### config.mk
export PLATFORM = sky130hd
export DESIGN_NAME = uart_rx_cfg_flat
export DESIGN_NICKNAME = d
export VERILOG_FILES = /design/src/rtl/uart_rx_cfg_if.sv /design/src/rtl/uart_rx_cfg.sv /design/src/flat_wrapper.sv
export SDC_FILE = /design/constraint.sdc
export NUM_CORES = 1
export LEC_CHECK = 0
export CORE_UTILIZATION = 50
export DETAILED_ROUTE_END_ITERATION = 10
export PLACE_DENSITY = 0.72
export SYNTH_ARGS = -nofsm -noshare
export SYNTH_HDL_FRONTEND = slang
export SYNTH_SLANG_ARGS = --single-unit
### constraint.sdc
create_clock -name clk -period 4 [get_ports clk]
set_input_delay 0.8 -clock clk [delete_from_list [all_inputs] [get_ports clk]]
set_output_delay 0.8 -clock clk [all_outputs]
set_load 0.01 [all_outputs]
### src/rtl/uart_rx_cfg_if.sv
// Receive-side output bundle: one held frame with its error flags, valid/ready handshake.
interface uart_rx_cfg_if #(
  parameter int DATA_BITS_MAX = 8
);
  logic                     m_valid;
  logic                     m_ready;
  logic [DATA_BITS_MAX-1:0] m_data;
  logic                     m_parity_err;
  logic                     m_frame_err;

  modport master (
    output m_valid, m_data, m_parity_err, m_frame_err,
    input  m_ready
  );

  modport slave (
    input  m_valid, m_data, m_parity_err, m_frame_err,
    output m_ready
  );
endinterface

### src/rtl/uart_rx_cfg.sv
// Runtime-configurable UART receiver: synchronised rx, 3-sample majority at mid-bit,
// parity/stop checking and a one-entry output register with overrun detection.
module uart_rx_cfg #(
  parameter int DATA_BITS_MAX = 8,
  parameter int OVERSAMPLE    = 16,
  parameter int SYNC_STAGES   = 2
) (
  input  logic          clk,
  input  logic          arst_n,
  input  logic          tick,
  input  logic          rx,
  input  logic [3:0]    cfg_data_bits,
  input  logic [1:0]    cfg_parity,
  input  logic          cfg_stop2,
  uart_rx_cfg_if.master m,
  output logic          overrun
);
  localparam int CW = $clog2(OVERSAMPLE);
  localparam logic [CW-1:0] CNT_HM1  = CW'(OVERSAMPLE / 2 - 1);
  localparam logic [CW-1:0] CNT_H    = CW'(OVERSAMPLE / 2);
  localparam logic [CW-1:0] CNT_HP1  = CW'(OVERSAMPLE / 2 + 1);
  localparam logic [CW-1:0] CNT_LAST = CW'(OVERSAMPLE - 1);
  localparam logic [3:0]    BITS_MIN = 4'd5;
  localparam logic [3:0]    BITS_MAX = 4'(DATA_BITS_MAX);

  typedef enum logic [2:0] {
    S_IDLE, S_START, S_DATA, S_PARITY, S_STOP, S_WAIT_HIGH
  } state_t;

  logic [SYNC_STAGES-1:0]   sync_q;
  state_t                   state_q, state_d;
  logic [CW-1:0]            cnt_q, cnt_d;
  logic [3:0]               bit_q, bit_d;
  logic [3:0]               nbits_q, nbits_d;
  logic                     par_en_q, par_en_d, par_odd_q, par_odd_d;
  logic                     stop2_q, stop2_d, stop_idx_q, stop_idx_d;
  logic                     s0_q, s0_d, s1_q, s1_d;
  logic [DATA_BITS_MAX-1:0] sh_q, sh_d;
  logic                     par_q, par_d, perr_q, perr_d, ferr_q, ferr_d;
  logic                     done;

  logic                     valid_q, perr_out_q, ferr_out_q, ovr_q;
  logic [DATA_BITS_MAX-1:0] data_q;

  logic                     rx_s, maj, at_mid, at_last, counting, stop_bad;
  logic [3:0]               cfg_bits_clamped;
  logic [DATA_BITS_MAX-1:0] bit_sel;

  assign rx_s     = sync_q[SYNC_STAGES-1];
  // The third vote is the live sample taken at count H+1.
  assign maj      = (s0_q & s1_q) | (s0_q & rx_s) | (s1_q & rx_s);
  assign at_mid   = (cnt_q == CNT_HP1);
  assign at_last  = (cnt_q == CNT_LAST);
  assign counting = (state_q == S_START) || (state_q == S_DATA) ||
                    (state_q == S_PARITY) || (state_q == S_STOP);
  assign stop_bad = ferr_q | ~maj;
  assign cfg_bits_clamped = (cfg_data_bits < BITS_MIN) ? BITS_MIN :
                            (cfg_data_bits > BITS_MAX) ? BITS_MAX : cfg_data_bits;

  generate
    for (genvar gi = 0; gi < DATA_BITS_MAX; gi++) begin : g_bit_sel
      assign bit_sel[gi] = (bit_q == 4'(gi));
    end
  endgenerate

  always_ff @(posedge clk or negedge arst_n) begin
    if (!arst_n) sync_q <= '1;
    else         sync_q <= {sync_q[SYNC_STAGES-2:0], rx};
  end

  always_ff @(posedge clk or negedge arst_n) begin
    if (!arst_n) begin
      state_q    <= S_IDLE;
      cnt_q      <= '0;
      bit_q      <= '0;
      nbits_q    <= BITS_MIN;
      par_en_q   <= 1'b0;
      par_odd_q  <= 1'b0;
      stop2_q    <= 1'b0;
      stop_idx_q <= 1'b0;
      s0_q       <= 1'b1;
      s1_q       <= 1'b1;
      sh_q       <= '0;
      par_q      <= 1'b0;
      perr_q     <= 1'b0;
      ferr_q     <= 1'b0;
    end else begin
      state_q    <= state_d;
      cnt_q      <= cnt_d;
      bit_q      <= bit_d;
      nbits_q    <= nbits_d;
      par_en_q   <= par_en_d;
      par_odd_q  <= par_odd_d;
      stop2_q    <= stop2_d;
      stop_idx_q <= stop_idx_d;
      s0_q       <= s0_d;
      s1_q       <= s1_d;
      sh_q       <= sh_d;
      par_q      <= par_d;
      perr_q     <= perr_d;
      ferr_q     <= ferr_d;
    end
  end

  always_comb begin
    state_d    = state_q;
    cnt_d      = cnt_q;
    bit_d      = bit_q;
    nbits_d    = nbits_q;
    par_en_d   = par_en_q;
    par_odd_d  = par_odd_q;
    stop2_d    = stop2_q;
    stop_idx_d = stop_idx_q;
    s0_d       = s0_q;
    s1_d       = s1_q;
    sh_d       = sh_q;
    par_d      = par_q;
    perr_d     = perr_q;
    ferr_d     = ferr_q;
    done       = 1'b0;
    if (tick) begin
      if (counting) cnt_d = at_last ? '0 : cnt_q + 1'b1;
      if (cnt_q == CNT_HM1) s0_d = rx_s;
      if (cnt_q == CNT_H)   s1_d = rx_s;
      case (state_q)
        S_IDLE: begin
          if (!rx_s) begin
            state_d    = S_START;
            cnt_d      = '0;
            bit_d      = '0;
            stop_idx_d = 1'b0;
            nbits_d    = cfg_bits_clamped;
            par_en_d   = (cfg_parity == 2'b01) || (cfg_parity == 2'b10);
            par_odd_d  = (cfg_parity == 2'b10);
            stop2_d    = cfg_stop2;
            sh_d       = '0;
            par_d      = 1'b0;
            perr_d     = 1'b0;
            ferr_d     = 1'b0;
          end
        end
        S_START: begin
          if (at_mid && maj) state_d = S_IDLE;
          else if (at_last)  state_d = S_DATA;
        end
        S_DATA: begin
          if (at_mid) begin
            sh_d  = sh_q | (bit_sel & {DATA_BITS_MAX{maj}});
            par_d = par_q ^ maj;
          end
          if (at_last) begin
            if (bit_q == nbits_q - 4'd1) state_d = par_en_q ? S_PARITY : S_STOP;
            else                         bit_d   = bit_q + 4'd1;
          end
        end
        S_PARITY: begin
          if (at_mid)  perr_d  = ((par_q ^ maj) != par_odd_q);
          if (at_last) state_d = S_STOP;
        end
        S_STOP: begin
          // Finish at mid-bit of the last stop bit so a following start edge is not missed.
          if (at_mid) begin
            ferr_d = stop_bad;
            if (stop_idx_q == stop2_q) begin
              done    = 1'b1;
              state_d = stop_bad ? S_WAIT_HIGH : S_IDLE;
            end
          end
          if (at_last) stop_idx_d = 1'b1;
        end
        S_WAIT_HIGH: begin
          if (rx_s) state_d = S_IDLE;
        end
        default: state_d = S_IDLE;
      endcase
    end
  end

  always_ff @(posedge clk or negedge arst_n) begin
    if (!arst_n) begin
      valid_q    <= 1'b0;
      data_q     <= '0;
      perr_out_q <= 1'b0;
      ferr_out_q <= 1'b0;
      ovr_q      <= 1'b0;
    end else begin
      ovr_q <= 1'b0;
      if (done) begin
        if (!valid_q || m.m_ready) begin
          valid_q    <= 1'b1;
          data_q     <= sh_q;
          perr_out_q <= perr_q;
          ferr_out_q <= stop_bad;
        end else begin
          ovr_q <= 1'b1;
        end
      end else if (valid_q && m.m_ready) begin
        valid_q <= 1'b0;
      end
    end
  end

  assign m.m_valid      = valid_q;
  assign m.m_data       = data_q;
  assign m.m_parity_err = perr_out_q;
  assign m.m_frame_err  = ferr_out_q;
  assign overrun        = ovr_q;
endmodule
### src/flat_wrapper.sv
// flat-port wrapper written by rule: the top's interface ports become plain ports
module uart_rx_cfg_flat 
#(
  parameter int DATA_BITS_MAX = 8,
  parameter int OVERSAMPLE    = 16,
  parameter int SYNC_STAGES   = 2
)
  (clk, arst_n, tick, rx, cfg_data_bits, cfg_parity, cfg_stop2, overrun, m_m_valid, m_m_data, m_m_parity_err, m_m_frame_err, m_m_ready);
  uart_rx_cfg_if #(.DATA_BITS_MAX(DATA_BITS_MAX)) m_i ();
  input  logic clk;
  input  logic arst_n;
  input  logic tick;
  input  logic rx;
  input  logic [3:0] cfg_data_bits;
  input  logic [1:0] cfg_parity;
  input  logic cfg_stop2;
  output logic overrun;
  output wire logic [$bits(m_i.m_valid)-1:0] m_m_valid;
  output wire logic [$bits(m_i.m_data)-1:0] m_m_data;
  output wire logic [$bits(m_i.m_parity_err)-1:0] m_m_parity_err;
  output wire logic [$bits(m_i.m_frame_err)-1:0] m_m_frame_err;
  input wire logic [$bits(m_i.m_ready)-1:0] m_m_ready;
  assign m_m_valid = m_i.m_valid;
  assign m_m_data = m_i.m_data;
  assign m_m_parity_err = m_i.m_parity_err;
  assign m_m_frame_err = m_i.m_frame_err;
  assign m_i.m_ready = m_m_ready;
  uart_rx_cfg #(.DATA_BITS_MAX(DATA_BITS_MAX), .OVERSAMPLE(OVERSAMPLE), .SYNC_STAGES(SYNC_STAGES)) u_core (.clk(clk), .arst_n(arst_n), .tick(tick), .rx(rx), .cfg_data_bits(cfg_data_bits), .cfg_parity(cfg_parity), .cfg_stop2(cfg_stop2), .m(m_i), .overrun(overrun));
endmodule
==> impl_metrics.env <==
export IMPL_status="complete, but fails checks"
export IMPL_violations="DRC"
export IMPL_maxSlewHeadroom_pct=33.85
export IMPL_core_sq_um=4444
export IMPL_ant_nets=0
export IMPL_synth_top_area_share_pct=42.51
export IMPL_setup_tns_ps=0
export IMPL_p_seq_share_pct=43.1
export IMPL_yosys_warnings=0
export IMPL_final_common_cell="dfrtp_1"
export IMPL_cp_required_ps=4190
export IMPL_antenna_found_initial=0
export IMPL_path_clk_slew_ps=90
export IMPL_gr_total_overflow=0
export IMPL_die_area_sq_um=4988
export IMPL_drive_gt1_share_pct=13.73
export IMPL_cts_tree="done"
export IMPL_cts_sinks=46
export IMPL_ctsHtreeMaxLevel=2
export IMPL_cts_buffers=5
export IMPL_fmax_mhz=394.9
export IMPL_grt_pass1_wl_microns=7452
export IMPL_die_height_microns=70.63
export IMPL_post_drt_wl_per_cell_microns=14.66
export IMPL_wirelength_microns=4500
export IMPL_syn_num_nets=252
export IMPL_synth_main_ff_cell="dfrtp_1"
export IMPL_synth_cell_types=47
export IMPL_drt_initial_drc_count=137
export IMPL_period_minus_slack_ps=2533
export IMPL_crit_fanout=11
export IMPL_worst_setup_path_end_kind="register"
export IMPL_synth_seq_cells=46
export IMPL_pwr_share_clk_pct=25.7
export IMPL_port_buffers=23
export IMPL_synth_edff_count=0
export IMPL_route_detailed_drc=4
export IMPL_place_area_sq_um=2613
export IMPL_startpoint_type="primary input"
export IMPL_drtPass1Iterations=7
export IMPL_area_growth_syn_to_layout_pct=17.00
export IMPL_grt_start_max_net_pins=47
export IMPL_syn_area_sq_um=2355
export IMPL_root_buffer="clkbuf_8"
export IMPL_clk_latency_ps=300
export IMPL_hold_class="register to register"
export IMPL_leakage_nw=1.223
export IMPL_internal_power_mw=1.100
export IMPL_final_area_sq_um=2755
export IMPL_synth_area_per_cell_sq_um=10.19
export IMPL_yosys_area_top_type="dfrtp_1"
export IMPL_layout_common_cells="40 x dfrtp_1, 25 x nor2_1, 23 x a21oi_1, 22 x clkdlybuf4s50_1, 18 x nand2_1"
export IMPL_row_count=24
export IMPL_slew_violations=0
export IMPL_fp_dieW_microns=70.63
export IMPL_dp_hpwl_microns=3053
export IMPL_period_share_pct=63.31
export IMPL_ys_async_sr_fraction_pct=100.0
export IMPL_worstSetupPathType="primary input to register"
export IMPL_peakVddDrop_mv=0.2715
export IMPL_fillers=387
export IMPL_nNetsFinal=275
export IMPL_p_per_area_nw_per_um2=601.0
export IMPL_grt_pass1_vias=1555
export IMPL_num_vias=1744
export IMPL_start_util_pct=52.98
export IMPL_vias_per_cell=5.681
export IMPL_rsz0062_at_grt="no"
export IMPL_critPathArrivalTime_ps=2730
export IMPL_hold_buffers=0
export IMPL_postCtsResizedCells=0
export IMPL_boundaryPins=24
export IMPL_synthCells=231
export IMPL_multi_input_area_sq_um=1104
export IMPL_worst_pin_slew_ps=992.2
export IMPL_gp_congestion=0.8591
export IMPL_finalSetupViolCount=0
export IMPL_cts_setup_buffers=0
export IMPL_skew_ps=3.031
export IMPL_maxCapViolations=0
export IMPL_diodes=0
export IMPL_combPwrFrac_pct=31.3
export IMPL_final_seq_area_sq_um=1159
export IMPL_grt_usage_pct=19.18
export IMPL_hold_violations=0
export IMPL_cts_max_path_buffers=2
export IMPL_synth_area_leaders="dfrtp_1 43%, dfstp_2 6.7%, mux2_2 5.3%"
export IMPL_switching_share_pct=33.58
export IMPL_power_switching_uw=556.1
export IMPL_ys_seq_area_share_pct=49.20
metal layers:
layer	part of all wire (%)	wire length (microns)	track usage (%)	up-vias
li1	-	-	-	864
met1	47	2128	26.88	823
met2	47	2115	29.99	51
met3	4.5	204	4.274	6
met4	1.2	53	6.000	0
met5	0	0	0	-
cells in the mapped netlist (5+ instances only):
library cell  number
dfrtp_1           40
nor2_1            25
a21oi_1           23
nand2_1           18
inv_1             12
mux2_2            11
ha_1               9
nand3_1            7
xnor2_1            7
dfstp_2            6
o21ai_0            6
buf_2              5
nand2b_1           5
layout make-up:
| class | count | area share [%] |
|---|---|---|
| flip-flops and latches | 46 | 42.05 |
| inverters | 12 | 1.635 |
| repair buffers | 25 | 8.719 |
| multi-input cells | 164 | 40.05 |
| clock buffers | 6 | 2.997 |
| well taps | 52 | 2.361 |
| clock inverters | 2 | 2.180 |
sequential cells by signal, summed over array words and instances (netlist names):
signal / count
u_core.par_odd_q: 1
u_core.m.m_frame_err: 1
u_core.m.m_parity_err: 1
u_core.sh_q: 8
u_core.cnt_q: 4
u_core.ferr_q: 1
u_core.par_q: 1
u_core.s0_q: 1
u_core.nbits_q: 4
u_core.overrun: 1
u_core.par_en_q: 1
u_core.perr_q: 1
u_core.s1_q: 1
u_core.stop2_q: 1
u_core.m.m_valid: 1
u_core.stop_idx_q: 1
u_core.sync_q: 2
u_core.state_q: 3
u_core.bit_q: 4
u_core.m.m_data: 8
power groups by stage:
stage / Combinational [mW] / Sequential (mW) / Clock [mW]
final: 0.518 / 0.713 / 0.425
after floorplan: 0.420 / 0.684 / 0
after CTS: 0.520 / 0.713 / 0.427
after detailed placement: 0.509 / 0.720 / 0
after global routing: 0.582 / 0.734 / 0.450
after global placement: 0.502 / 0.719 / 0
stage by stage:
step,hold slack (ps),std cells,total power [mW],worst slack [ps],util [%]
2_1_floorplan,345.2,231,1.104,1815,-
3_3_place_gp,345.6,299,1.220,1229,58.78
3_5_place_dp,352.5,299,1.229,1171,58.78
4_1_cts,370.1,307,1.660,1470,61.99
5_1_grt,371.1,307,1.766,1341,61.99
6_report,366.5,307,1.656,1467,61.99
critical path, cell delays in order:
cell             delay [ps]
clkdlybuf4s50_1         620
nor3b_2                 320
nand2b_1                140
nor2_1                  490
buf_4                   290
nor2_1                   70
logic make-up (layout without fill, tap and decap cells):
family	count (synthesis)	count (layout)	synth area share, %
XOR/XNOR	10	10	3.720
adder cells (fa/ha/maj)	10	10	5.207
AO/OA/AOI/OAI	48	48	13.39
multiplexers	12	12	5.686
buffers and inverters	21	45	3.932
AND/OR/NAND/NOR	84	84	18.86
flip-flops	46	46	49.20
worst paths after layout:
path,from,to,slack (ps),cells past startpoint
max,tick,u_core.sh_q[1],1470,6
min,u_core.sync_q[0],u_core.sync_q[1],370,0
max reg2reg,u_core.cnt_q[1],u_core.state_q[1],1790,7
min reg2reg,u_core.sync_q[0],u_core.sync_q[1],370,0
max in group asynchronous,arst_n,u_core.nbits_q[1],2730,1
min in group asynchronous,arst_n,u_core.m.m_valid,650,1
(Power assumes the default switching activity.)
